<file path="src/rtl/hazard_fwd_ctrl_pkg.sv">
// Shared pipeline types for the hazard/forwarding scoreboard.
// Entry fields are sized for the widest supported register address.
package pipe_pkg;

    localparam int RA_MAX      = 8;
    localparam int SEL_RF      = 0;
    localparam int STAGES_DEF  = 3;
    localparam int ALU_RDY_DEF = 2;
    localparam int LD_RDY_DEF  = 3;

    typedef struct packed {
        logic              vld;
        logic [RA_MAX-1:0] rd;
        logic              wen;
        logic              ld;
        logic [RA_MAX-1:0] rs;
        logic [RA_MAX-1:0] rt;
    } sb_entry_t;

    // First stage index whose result can be forwarded.
    function automatic int rdy_stage(
        input logic ld,
        input int   alu_rdy,
        input int   ld_rdy
    );
        return ld ? ld_rdy : alu_rdy;
    endfunction

endpackage

</file>
<file path="src/rtl/hazard_fwd_ctrl_if.sv">
// Decode-side request and pipeline-control response of the hazard unit.
// master = controller/decode side, slave = hazard_fwd_ctrl.
interface hazard_fwd_ctrl_if #(
    parameter int RA_W  = 5,
    parameter int SEL_W = 2,
    parameter int CNT_W = 16
);

    logic            id_valid;
    logic [RA_W-1:0] id_rs;
    logic [RA_W-1:0] id_rt;
    logic            id_use_rs;
    logic            id_use_rt;
    logic [RA_W-1:0] id_rd;
    logic            id_reg_write;
    logic            id_mem_read;
    logic            flush;
    logic            hold;

    logic             pc_write;
    logic             ifid_write;
    logic             id_bubble;
    logic [SEL_W-1:0] fwd_a;
    logic [SEL_W-1:0] fwd_b;
    logic [CNT_W-1:0] stall_cnt;

    modport master (
        output id_valid, id_rs, id_rt, id_use_rs, id_use_rt,
        output id_rd, id_reg_write, id_mem_read, flush, hold,
        input  pc_write, ifid_write, id_bubble,
        input  fwd_a, fwd_b, stall_cnt
    );

    modport slave (
        input  id_valid, id_rs, id_rt, id_use_rs, id_use_rt,
        input  id_rd, id_reg_write, id_mem_read, flush, hold,
        output pc_write, ifid_write, id_bubble,
        output fwd_a, fwd_b, stall_cnt
    );

endinterface

</file>
<file path="src/rtl/hazard_sb_stage.sv">
// One scoreboard slot: loads d each unfrozen cycle, or an
// empty slot when bubble is set.
module hazard_sb_stage
    import pipe_pkg::*;
(
    input  logic      clk,
    input  logic      rst,
    input  logic      hold,
    input  logic      bubble,
    input  sb_entry_t d,
    output sb_entry_t q
);

    always_ff @(posedge clk) begin
        if (!rst) begin
            q <= '0;
        end else if (!hold) begin
            q <= bubble ? '0 : d;
        end
    end

endmodule

</file>
<file path="src/rtl/hazard_fwd_ctrl.sv">
// Load-use stall, flush/hold arbitration and EX forward selection
// driven from a shift-register scoreboard of in-flight instructions.
module hazard_fwd_ctrl
    import pipe_pkg::*;
#(
    parameter int RA_W    = 5,
    parameter int STAGES  = STAGES_DEF,
    parameter int ALU_RDY = ALU_RDY_DEF,
    parameter int LD_RDY  = LD_RDY_DEF,
    parameter int SEL_W   = $clog2(STAGES + 1),
    parameter int CNT_W   = 16
) (
    input logic              clk,
    input logic              rst,
    hazard_fwd_ctrl_if.slave hz
);

    sb_entry_t        sb [1:STAGES];
    sb_entry_t        id_ent;
    logic [STAGES:1]  live;
    logic             hazard;
    logic             stall;
    logic             load_new;
    logic [SEL_W-1:0] fwd_a;
    logic [SEL_W-1:0] fwd_b;
    logic [CNT_W-1:0] cnt;

    always_comb begin
        id_ent     = '0;
        id_ent.vld = 1'b1;
        id_ent.wen = hz.id_reg_write;
        id_ent.ld  = hz.id_mem_read;
        id_ent.rd  = RA_MAX'(hz.id_rd);
        id_ent.rs  = RA_MAX'(hz.id_rs);
        id_ent.rt  = RA_MAX'(hz.id_rt);
    end

    genvar k;
    generate
        for (k = 1; k <= STAGES; k++) begin : g_sb
            if (k == 1) begin : g_head
                hazard_sb_stage u_sb (
                    .clk    (clk),
                    .rst    (rst),
                    .hold   (hz.hold),
                    .bubble (!load_new),
                    .d      (id_ent),
                    .q      (sb[k])
                );
            end else begin : g_tail
                hazard_sb_stage u_sb (
                    .clk    (clk),
                    .rst    (rst),
                    .hold   (hz.hold),
                    .bubble (1'b0),
                    .d      (sb[k-1]),
                    .q      (sb[k])
                );
            end
        end
    endgenerate

    // r0 writers never produce a hazard or a forward.
    always_comb begin
        for (int i = 1; i <= STAGES; i++) begin
            live[i] = sb[i].vld & sb[i].wen
                    & (sb[i].rd[RA_W-1:0] != '0);
        end
    end

    always_comb begin
        hazard = 1'b0;
        for (int i = 1; i <= STAGES; i++) begin
            if (live[i] &&
                (i + 1 < rdy_stage(sb[i].ld, ALU_RDY, LD_RDY))) begin
                if (hz.id_use_rs && sb[i].rd == id_ent.rs)
                    hazard = 1'b1;
                if (hz.id_use_rt && sb[i].rd == id_ent.rt)
                    hazard = 1'b1;
            end
        end
    end

    assign stall    = hz.id_valid & ~hz.flush & ~hz.hold & hazard;
    assign load_new = hz.id_valid & ~hz.flush & ~stall;

    // Walk oldest to youngest so the youngest ready producer wins.
    always_comb begin
        fwd_a = SEL_W'(SEL_RF);
        fwd_b = SEL_W'(SEL_RF);
        for (int i = STAGES; i >= 1; i--) begin
            if (live[i] &&
                (i >= rdy_stage(sb[i].ld, ALU_RDY, LD_RDY))) begin
                if (sb[i].rd == sb[1].rs)
                    fwd_a = SEL_W'(i);
                if (sb[i].rd == sb[1].rt)
                    fwd_b = SEL_W'(i);
            end
        end
        if (!sb[1].vld) begin
            fwd_a = SEL_W'(SEL_RF);
            fwd_b = SEL_W'(SEL_RF);
        end
    end

    assign hz.fwd_a = fwd_a;
    assign hz.fwd_b = fwd_b;

    always_comb begin
        hz.pc_write   = 1'b1;
        hz.ifid_write = 1'b1;
        hz.id_bubble  = 1'b0;
        unique case (1'b1)
            hz.hold: begin
                hz.pc_write   = 1'b0;
                hz.ifid_write = 1'b0;
            end
            hz.flush & ~hz.hold: begin
                hz.id_bubble  = 1'b1;
            end
            stall: begin
                hz.pc_write   = 1'b0;
                hz.ifid_write = 1'b0;
                hz.id_bubble  = 1'b1;
            end
            default: ;
        endcase
    end

    always_ff @(posedge clk) begin
        if (!rst) begin
            cnt <= '0;
        end else if (stall && (cnt != '1)) begin
            cnt <= cnt + CNT_W'(1);
        end
    end

    assign hz.stall_cnt = cnt;

endmodule
</file>
<file path="src/flat_wrapper.sv">
// flat-port wrapper written by rule: the top's interface ports become plain ports
module hazard_fwd_ctrl_flat import pipe_pkg::*;
#(
    parameter int RA_W    = 5,
    parameter int STAGES  = STAGES_DEF,
    parameter int ALU_RDY = ALU_RDY_DEF,
    parameter int LD_RDY  = LD_RDY_DEF,
    parameter int SEL_W   = $clog2(STAGES + 1),
    parameter int CNT_W   = 16
)
  (clk, rst, hz_id_valid, hz_id_rs, hz_id_rt, hz_id_use_rs, hz_id_use_rt, hz_id_rd, hz_id_reg_write, hz_id_mem_read, hz_flush, hz_hold, hz_pc_write, hz_ifid_write, hz_id_bubble, hz_fwd_a, hz_fwd_b, hz_stall_cnt);
  hazard_fwd_ctrl_if #(.RA_W(RA_W), .SEL_W(SEL_W), .CNT_W(CNT_W)) hz_i ();
  input logic clk;
  input logic rst;
  input wire logic [$bits(hz_i.id_valid)-1:0] hz_id_valid;
  input wire logic [$bits(hz_i.id_rs)-1:0] hz_id_rs;
  input wire logic [$bits(hz_i.id_rt)-1:0] hz_id_rt;
  input wire logic [$bits(hz_i.id_use_rs)-1:0] hz_id_use_rs;
  input wire logic [$bits(hz_i.id_use_rt)-1:0] hz_id_use_rt;
  input wire logic [$bits(hz_i.id_rd)-1:0] hz_id_rd;
  input wire logic [$bits(hz_i.id_reg_write)-1:0] hz_id_reg_write;
  input wire logic [$bits(hz_i.id_mem_read)-1:0] hz_id_mem_read;
  input wire logic [$bits(hz_i.flush)-1:0] hz_flush;
  input wire logic [$bits(hz_i.hold)-1:0] hz_hold;
  output wire logic [$bits(hz_i.pc_write)-1:0] hz_pc_write;
  output wire logic [$bits(hz_i.ifid_write)-1:0] hz_ifid_write;
  output wire logic [$bits(hz_i.id_bubble)-1:0] hz_id_bubble;
  output wire logic [$bits(hz_i.fwd_a)-1:0] hz_fwd_a;
  output wire logic [$bits(hz_i.fwd_b)-1:0] hz_fwd_b;
  output wire logic [$bits(hz_i.stall_cnt)-1:0] hz_stall_cnt;
  assign hz_i.id_valid = hz_id_valid;
  assign hz_i.id_rs = hz_id_rs;
  assign hz_i.id_rt = hz_id_rt;
  assign hz_i.id_use_rs = hz_id_use_rs;
  assign hz_i.id_use_rt = hz_id_use_rt;
  assign hz_i.id_rd = hz_id_rd;
  assign hz_i.id_reg_write = hz_id_reg_write;
  assign hz_i.id_mem_read = hz_id_mem_read;
  assign hz_i.flush = hz_flush;
  assign hz_i.hold = hz_hold;
  assign hz_pc_write = hz_i.pc_write;
  assign hz_ifid_write = hz_i.ifid_write;
  assign hz_id_bubble = hz_i.id_bubble;
  assign hz_fwd_a = hz_i.fwd_a;
  assign hz_fwd_b = hz_i.fwd_b;
  assign hz_stall_cnt = hz_i.stall_cnt;
  hazard_fwd_ctrl #(.RA_W(RA_W), .STAGES(STAGES), .ALU_RDY(ALU_RDY), .LD_RDY(LD_RDY), .SEL_W(SEL_W), .CNT_W(CNT_W)) u_core (.clk(clk), .rst(rst), .hz(hz_i));
endmodule
</file>
<file path="config.mk">
export PLATFORM = sky130hd
export DESIGN_NAME = hazard_fwd_ctrl_flat
export DESIGN_NICKNAME = d
export VERILOG_FILES = /design/src/rtl/hazard_fwd_ctrl_pkg.sv /design/src/rtl/hazard_fwd_ctrl_if.sv /design/src/rtl/hazard_sb_stage.sv /design/src/rtl/hazard_fwd_ctrl.sv /design/src/flat_wrapper.sv
export SDC_FILE = /design/constraint.sdc
export NUM_CORES = 1
export LEC_CHECK = 0
export BUFFER_PORTS_ARGS = -buffer_cell sky130_fd_sc_hd__buf_2
export CORE_UTILIZATION = 55
export CTS_CLUSTER_SIZE = 28
export DETAILED_ROUTE_END_ITERATION = 7
export HOLD_SLACK_MARGIN = 0.05
export PLACE_DENSITY = 0.78
export SLEW_MARGIN = 20
export SYNTH_ARGS = -nofsm -noshare
export SYNTH_HDL_FRONTEND = slang
export SYNTH_HIERARCHICAL = 1
export SYNTH_SLANG_ARGS = --single-unit
</file>
<file path="constraint.sdc">
create_clock -name clk -period 6 [get_ports clk]
set_input_delay 0.3 -clock clk [delete_from_list [all_inputs] [get_ports clk]]
set_output_delay 0.3 -clock clk [all_outputs]
set_load 0.02 [all_outputs]
</file>
==> results.md, run 1 <==
* # Post-CTS Setup Buffers at 0
* Logic gate share of total power at 8.3%
* Post-cts sizing count at 0
* Hold Fails Final Rpt at 0
* First-pass GRT wire length at 12700 um
* Commonest cells after routing, fill and taps aside: dfxtp_1, nand2_1, nand3_1
* Hold_buf cts at 0
* Vias/cell at 5.68
* Unrepaired setup endpoints after global routing: false
* Total clock sinks at 64
* DRT antenna net count at 0
* Start point of the critical path: hz_hold
* Crit Reg-Reg Startpoint: u_core/g_sb[1].g_head.u_sb/q[26]$_SDFFE_PN0N_
* Initial Utilization at 58.6%
* Full die area at 6780 um2
* Final nets at 483
* Inst Count DP at 522
* # rows at 28
* Tightest Pin Transition at 0.943 ns
* Crit start category: primary input
* Arrival time worst endpoint at 2.38 ns
* Setup crit end: hz_pc_write
* Via count at 3058
* Power density cells at 213 nW/um2
* Drc violations at 0
* Drt pass-1 iters at 4
* Clock Latency Late Sink at 0.34 ns
* Clock Tree Root: clkbuf_8
* Total grt overflow at 0
* Hpwl dp at 5440 um
* Reg clk slew, reported paths at 0.07 ns
* Post-route insts no fill at 538
* Initial antenna violation count at 0
* CP max FO at 58
* VDD IR max at 146 uV
* Filler cells at 546
* ANT cells at 0
* Mapped cell area at 3550 um2
* Worst Clk Skew at 0.00489 ns
* Cts bufs inserted at 9
* Hold WC Path Type: in2reg
* Finish-stage setup viols at 0
* Seq pwr share at 53.1%
* Status: finished, final reports clean
* Placed inst area at 3700 um2
* Highest clock rate at 0.373 GHz
* P_sw at 0.212 mW
* Top Ports at 47
* Leak at 1.45 nW
* CTS tree: built
* Worst setup EP type: output port
* Slew Limit Fails at 0
* Max-Cap Viols at 0
* Clock network fraction of total power at 38.6%
* Total power at 0.823 mW
* Share of cells above drive strength 1 at 23.3%
* Post-Syn Instances at 424
* Total detailed-routing wirelength at 7800 um
* Largest net degree at the start of global routing at 106
* Worst Hold Path Cells at 3
* Max clock buf depth at 2
* R2R depth at 8
* Setup CP Type: in2out
* H-tree depth at 3
* Sw Ratio at 25.8%
* Final period util at 44.6%
* Placeable Area at 6060 um2
* Min Tclk post-route at 2.68 ns
* R2r endpoint: u_core/g_sb[1].g_head.u_sb/q[26]$_SDFFE_PN0N_
* Die X at 82.4 um
* R2R Setup Slk at 3.50 ns
* WP data required at 5.70 ns
* Iter 0 DRT Violations at 169
* Post-route cell area at 3870 um2
* Global-route usage over all layers at 24.9%
* Commonest non-fill, non-tap cell in the layout: dfxtp_1
* IO Port Bufs at 46
* RD Place Congestion at 0.935
* Area Overhead vs Synth at 8.91%
* Worst slew margin at 37.1%
* Die height at 82.4 um
* Number of global-route vias before repair at 2734
* Setup TNS at 0 ns
* Int Power at 0.611 mW
* Mean Syn Cell Area at 8.38 um2
* Synth warn at 6
* Wire length per cell at 14.5 um
==> stage by stage <==
step / worst slack (ns) / hold WS, ns / util [%]
finish: 3.32 / 0.204 / 63.8
global route: 3.15 / 0.193 / 63.8
floorplan: 3.84 / 0.440 / -
detailed placement: 3.08 / 0.478 / 61.0
CTS: 3.31 / 0.190 / 63.8
global placement: 3.19 / 0.465 / 61.0
==> metal layers <==
metal	track usage [%]	wire length, um
met1	31.3	3420
met2	40.2	3900
met3	6.37	320
met4	10.5	159
met5	0	0
==> area by class of cell <==
cell class / instances / area, um2 / share of cell area, %
clock inverters: 6 / 35.0 / 0.906
flip-flops and latches: 64 / 1280 / 33.1
inverters: 3 / 11.3 / 0.291
clock buffers: 10 / 138 / 3.56
multi-input cells: 331 / 2060 / 53.2
repair buffers: 49 / 253 / 6.53
well taps: 75 / 93.8 / 2.43
==> worst min path at each step <==
stage | startpoint | end | slack [ns]
floorplan | hz_id_mem_read | u_core/g_sb[1].g_head.u_sb/q[16]$_SDFFE_PN0N_ | 0.44
global placement | u_core/g_sb[2].g_tail.u_sb/q[26]$_SDFFE_PN0N_ | u_core/g_sb[3].g_tail.u_sb/q[26]$_SDFFE_PN0N_ | 0.46
detailed placement | u_core/g_sb[2].g_tail.u_sb/q[16]$_SDFFE_PN0N_ | u_core/g_sb[2].g_tail.u_sb/q[16]$_SDFFE_PN0N_ | 0.48
CTS | hz_id_rd[1] | u_core/g_sb[1].g_head.u_sb/q[19]$_SDFFE_PN0N_ | 0.19
global route | hz_id_rd[2] | u_core/g_sb[1].g_head.u_sb/q[20]$_SDFFE_PN0N_ | 0.19
finish | hz_id_rd[1] | u_core/g_sb[1].g_head.u_sb/q[19]$_SDFFE_PN0N_ | 0.20
==> power by group through the flow <==
stage	sequential [mW]	clock (mW)	combinational (mW)
after floorplan	0.444	0	0.0581
after global placement	0.446	0	0.0658
after detailed placement	0.446	0	0.0682
after CTS	0.436	0.326	0.0683
after global routing	0.437	0.348	0.0754
final	0.437	0.317	0.0684
==> flip-flops by register name (all words and copies together) (netlist names) <==
name and count:
u_core/g_sb.g_tail.u_sb/q 21, u_core/hz.stall_cnt 16, u_core/g_sb.g_head.u_sb/q 27
==> critical path, stage by stage <==
cell	delay (ns)
buf_2	0.40
nor4b_1	0.37
and4bb_1	0.49
nand2_4	0.14
or2_2	0.32
nor2b_1	0.14
buf_2	0.20
Power figures use the tool's default switching activity.
==> run 2: changes to the inputs <==
==> constraint.sdc (replaced) <==
create_clock -name clk -period 2.6 [get_ports clk]
set_input_delay 0.13 -clock clk [delete_from_list [all_inputs] [get_ports clk]]
set_output_delay 0.13 -clock clk [all_outputs]
set_load 0.02 [all_outputs]
==> run 2 against run 1 <==
Combinational power increased to 2.6 times the previous value. Critical path type is now reg2reg. Via count rose by 4.2%. Global-route usage increased by 1.1 points. Critical path depth rose by 1. Power rose to 2.5 times the previous value. Largest cell class unchanged. Register-to-register slack worse by 3.2 ns.
==> results.md, run 2 (synthesis gave the netlist of run 1 again) <==
* Status: finished, final reports clean
* R2R Setup Slk at 0.35 ns
* Clock Tree Root: clkbuf_8
* Placed inst area at 3760 um2
* Worst slew margin at 62.6%
* Post-route cell area at 4030 um2
* Reg clk slew, reported paths at 0.07 ns
* Arrival time worst endpoint at 2.46 ns
* Total grt overflow at 0
* Metal3 WL at 400 um
* ANT cells at 0
* Drt pass-1 iters at 5
* Area Overhead vs Synth at 13.5%
* Crit path depth at 8
* Unrepaired setup endpoints after global routing: false
* Seq pwr share at 48.2%
* Clock Latency Late Sink at 0.33 ns
* Hold path start: hz_id_rs[0]
* Iter 0 DRT Violations at 242
* Total power at 2.09 mW
* DRT antenna net count at 0
* Worst Hold Path Cells at 3
* Int Power at 1.60 mW
* Hpwl dp at 5730 um
* CP max FO at 7
* Slew Limit Fails at 0
* FF+latch area at 1280 um2
* Final period util at 86.5%
* Filler cells at 524
* Hold_buf cts at 7
* Total clock sinks at 64
* Leak at 1.52 nW
* Worst setup EP type: flop
* CTS tree: built
* H-tree depth at 3
* # Post-CTS Setup Buffers at 0
* Clock network fraction of total power at 43.2%
* Power density cells at 518 nW/um2
* Largest reg by FF count: u_core/g_sb.g_head.u_sb/q
* Global-route usage over all layers at 26.0%
* Fin Hold WS at 0.0689 ns
* R2R depth at 8
* Via count at 3185
* IO Port Bufs at 46
* CP top delay family: simple AND/OR/NAND/NOR gates
* Max clock buf depth at 2
* Post-cts sizing count at 0
* Worst path max stage delay at 0.46 ns
* Vias/cell at 5.80
* Setup CP Type: reg2reg
* Cts bufs inserted at 9
* Highest clock rate at 0.444 GHz
* RD Place Congestion at 0.924
* Number of global-route vias before repair at 2895
* P_sw at 0.493 mW
* Initial antenna violation count at 0
* First-pass GRT wire length at 13400 um
* Setup crit end: u_core/g_sb[1].g_head.u_sb/q[26]$_SDFFE_PN0N_
* Tightest Pin Transition at 0.561 ns
* Start point of the critical path: u_core/g_sb[1].g_head.u_sb/q[19]$_SDFFE_PN0N_
* WP data required at 2.81 ns
* Initial Utilization at 58.6%
* Hold Fails Final Rpt at 0
* Commonest non-fill, non-tap cell in the layout: dfxtp_1
* Commonest cells after routing, fill and taps aside: dfxtp_1, nand2_1, nand3_1
* Sw Ratio at 23.6%
* Post-layout util at 66.5%
* Worst path cell trace: xor2_1, nor4_1, a32oi_2, or2_2, nand2_1, or2_1, buf_4, o21ai_0
* VDD IR max at 339 uV
* Multi-input logic area at 2060 um2
* Top Ports at 47
* Max-Cap Viols at 0
* Share of cells above drive strength 1 at 23.0%
* Setup TNS at 0 ns
* Wl on met1 at 3490 um
* Finish-stage setup viols at 0
* WL met2 at 4140 um
* Final nets at 495
* Logic gate share of total power at 8.6%
* # rows at 28
* Crit start category: flop
* Full die area at 6780 um2
* R2r endpoint: u_core/g_sb[1].g_head.u_sb/q[26]$_SDFFE_PN0N_
* Drc violations at 0
* Hold WC Path Type: in2reg
* Largest net degree at the start of global routing at 75
* Die X at 82.4 um
* Worst Clk Skew at 0.00627 ns
* Wire length per cell at 14.9 um
* Max reg flops at 27
* Total detailed-routing wirelength at 8180 um
* Buffers & Inverters on Critical Path at 1
* DR top layer: met4
* Crit Reg-Reg Startpoint: u_core/g_sb[1].g_head.u_sb/q[19]$_SDFFE_PN0N_
* Min Tclk post-route at 2.25 ns
* Placeable Area at 6060 um2
* Die height at 82.4 um
* Slowest-stage cell, CP: dfxtp_1
==> run 2: cell types whose count changed in the layout (fill, tap and decap cells not counted), sizes merged <==
cell         change
dlygate4sd3      +7
bufinv           +2
clkinvlp         -1
clkinv           -4
clkbuf           +2
buf              +5
==> run 2: layout make-up <==
cell class | instances | share of cell area (%)
clock inverters | 3 | 1.68
well taps | 75 | 2.33
clock buffers | 12 | 3.35
flip-flops and latches | 64 | 31.8
multi-input cells | 331 | 51.0
repair buffers | 61 | 9.56
inverters | 3 | 0.279
==> run 2: how the worst min path moves through the flow <==
stage	endpoint
global placement	u_core/g_sb[1].g_head.u_sb/q[18]$_SDFFE_PN0N_
finish	u_core/g_sb[1].g_head.u_sb/q[8]$_SDFFE_PN0N_
detailed placement	u_core/g_sb[1].g_head.u_sb/q[19]$_SDFFE_PN0N_
global route	u_core/g_sb[1].g_head.u_sb/q[4]$_SDFFE_PN0N_
CTS	u_core/g_sb[1].g_head.u_sb/q[8]$_SDFFE_PN0N_
floorplan	u_core/g_sb[1].g_head.u_sb/q[16]$_SDFFE_PN0N_
==> run 2: worst min-delay path: cells and delay by family <==
| family | cells | cell delay (ns) |
|---|---|---|
| buffers and inverters | 1 | 0.12 |
| and+or+nand+nor | 1 | 0.07 |
| AOI/OAI and AO/OA | 1 | 0.05 |
==> run 2: power groups by stage <==
stage               sequential, mW  combinational [mW]  clock [mW]
global route                  1.01               0.195       0.963
detailed placement            1.03               0.168           0
finish                        1.01               0.179       0.903
global placement              1.03               0.166           0
floorplan                     1.02               0.134           0
CTS                           1.01               0.177       0.912
==> run 2: through the flow <==
step / setup WS (ns) / std cells
6_report: 0.350 / 549
2_1_floorplan: 0.507 / 436
3_3_place_gp: 0.535 / 527
5_1_grt: 0.236 / 549
3_5_place_dp: 0.368 / 527
4_1_cts: 0.337 / 549
==> run 2: per-layer routing <==
layer	GRT usage [%]	up-vias
met5	0	-
met4	8.07	0
met3	6.26	19
met2	45.0	95
met1	31.6	1485
li1	-	1586
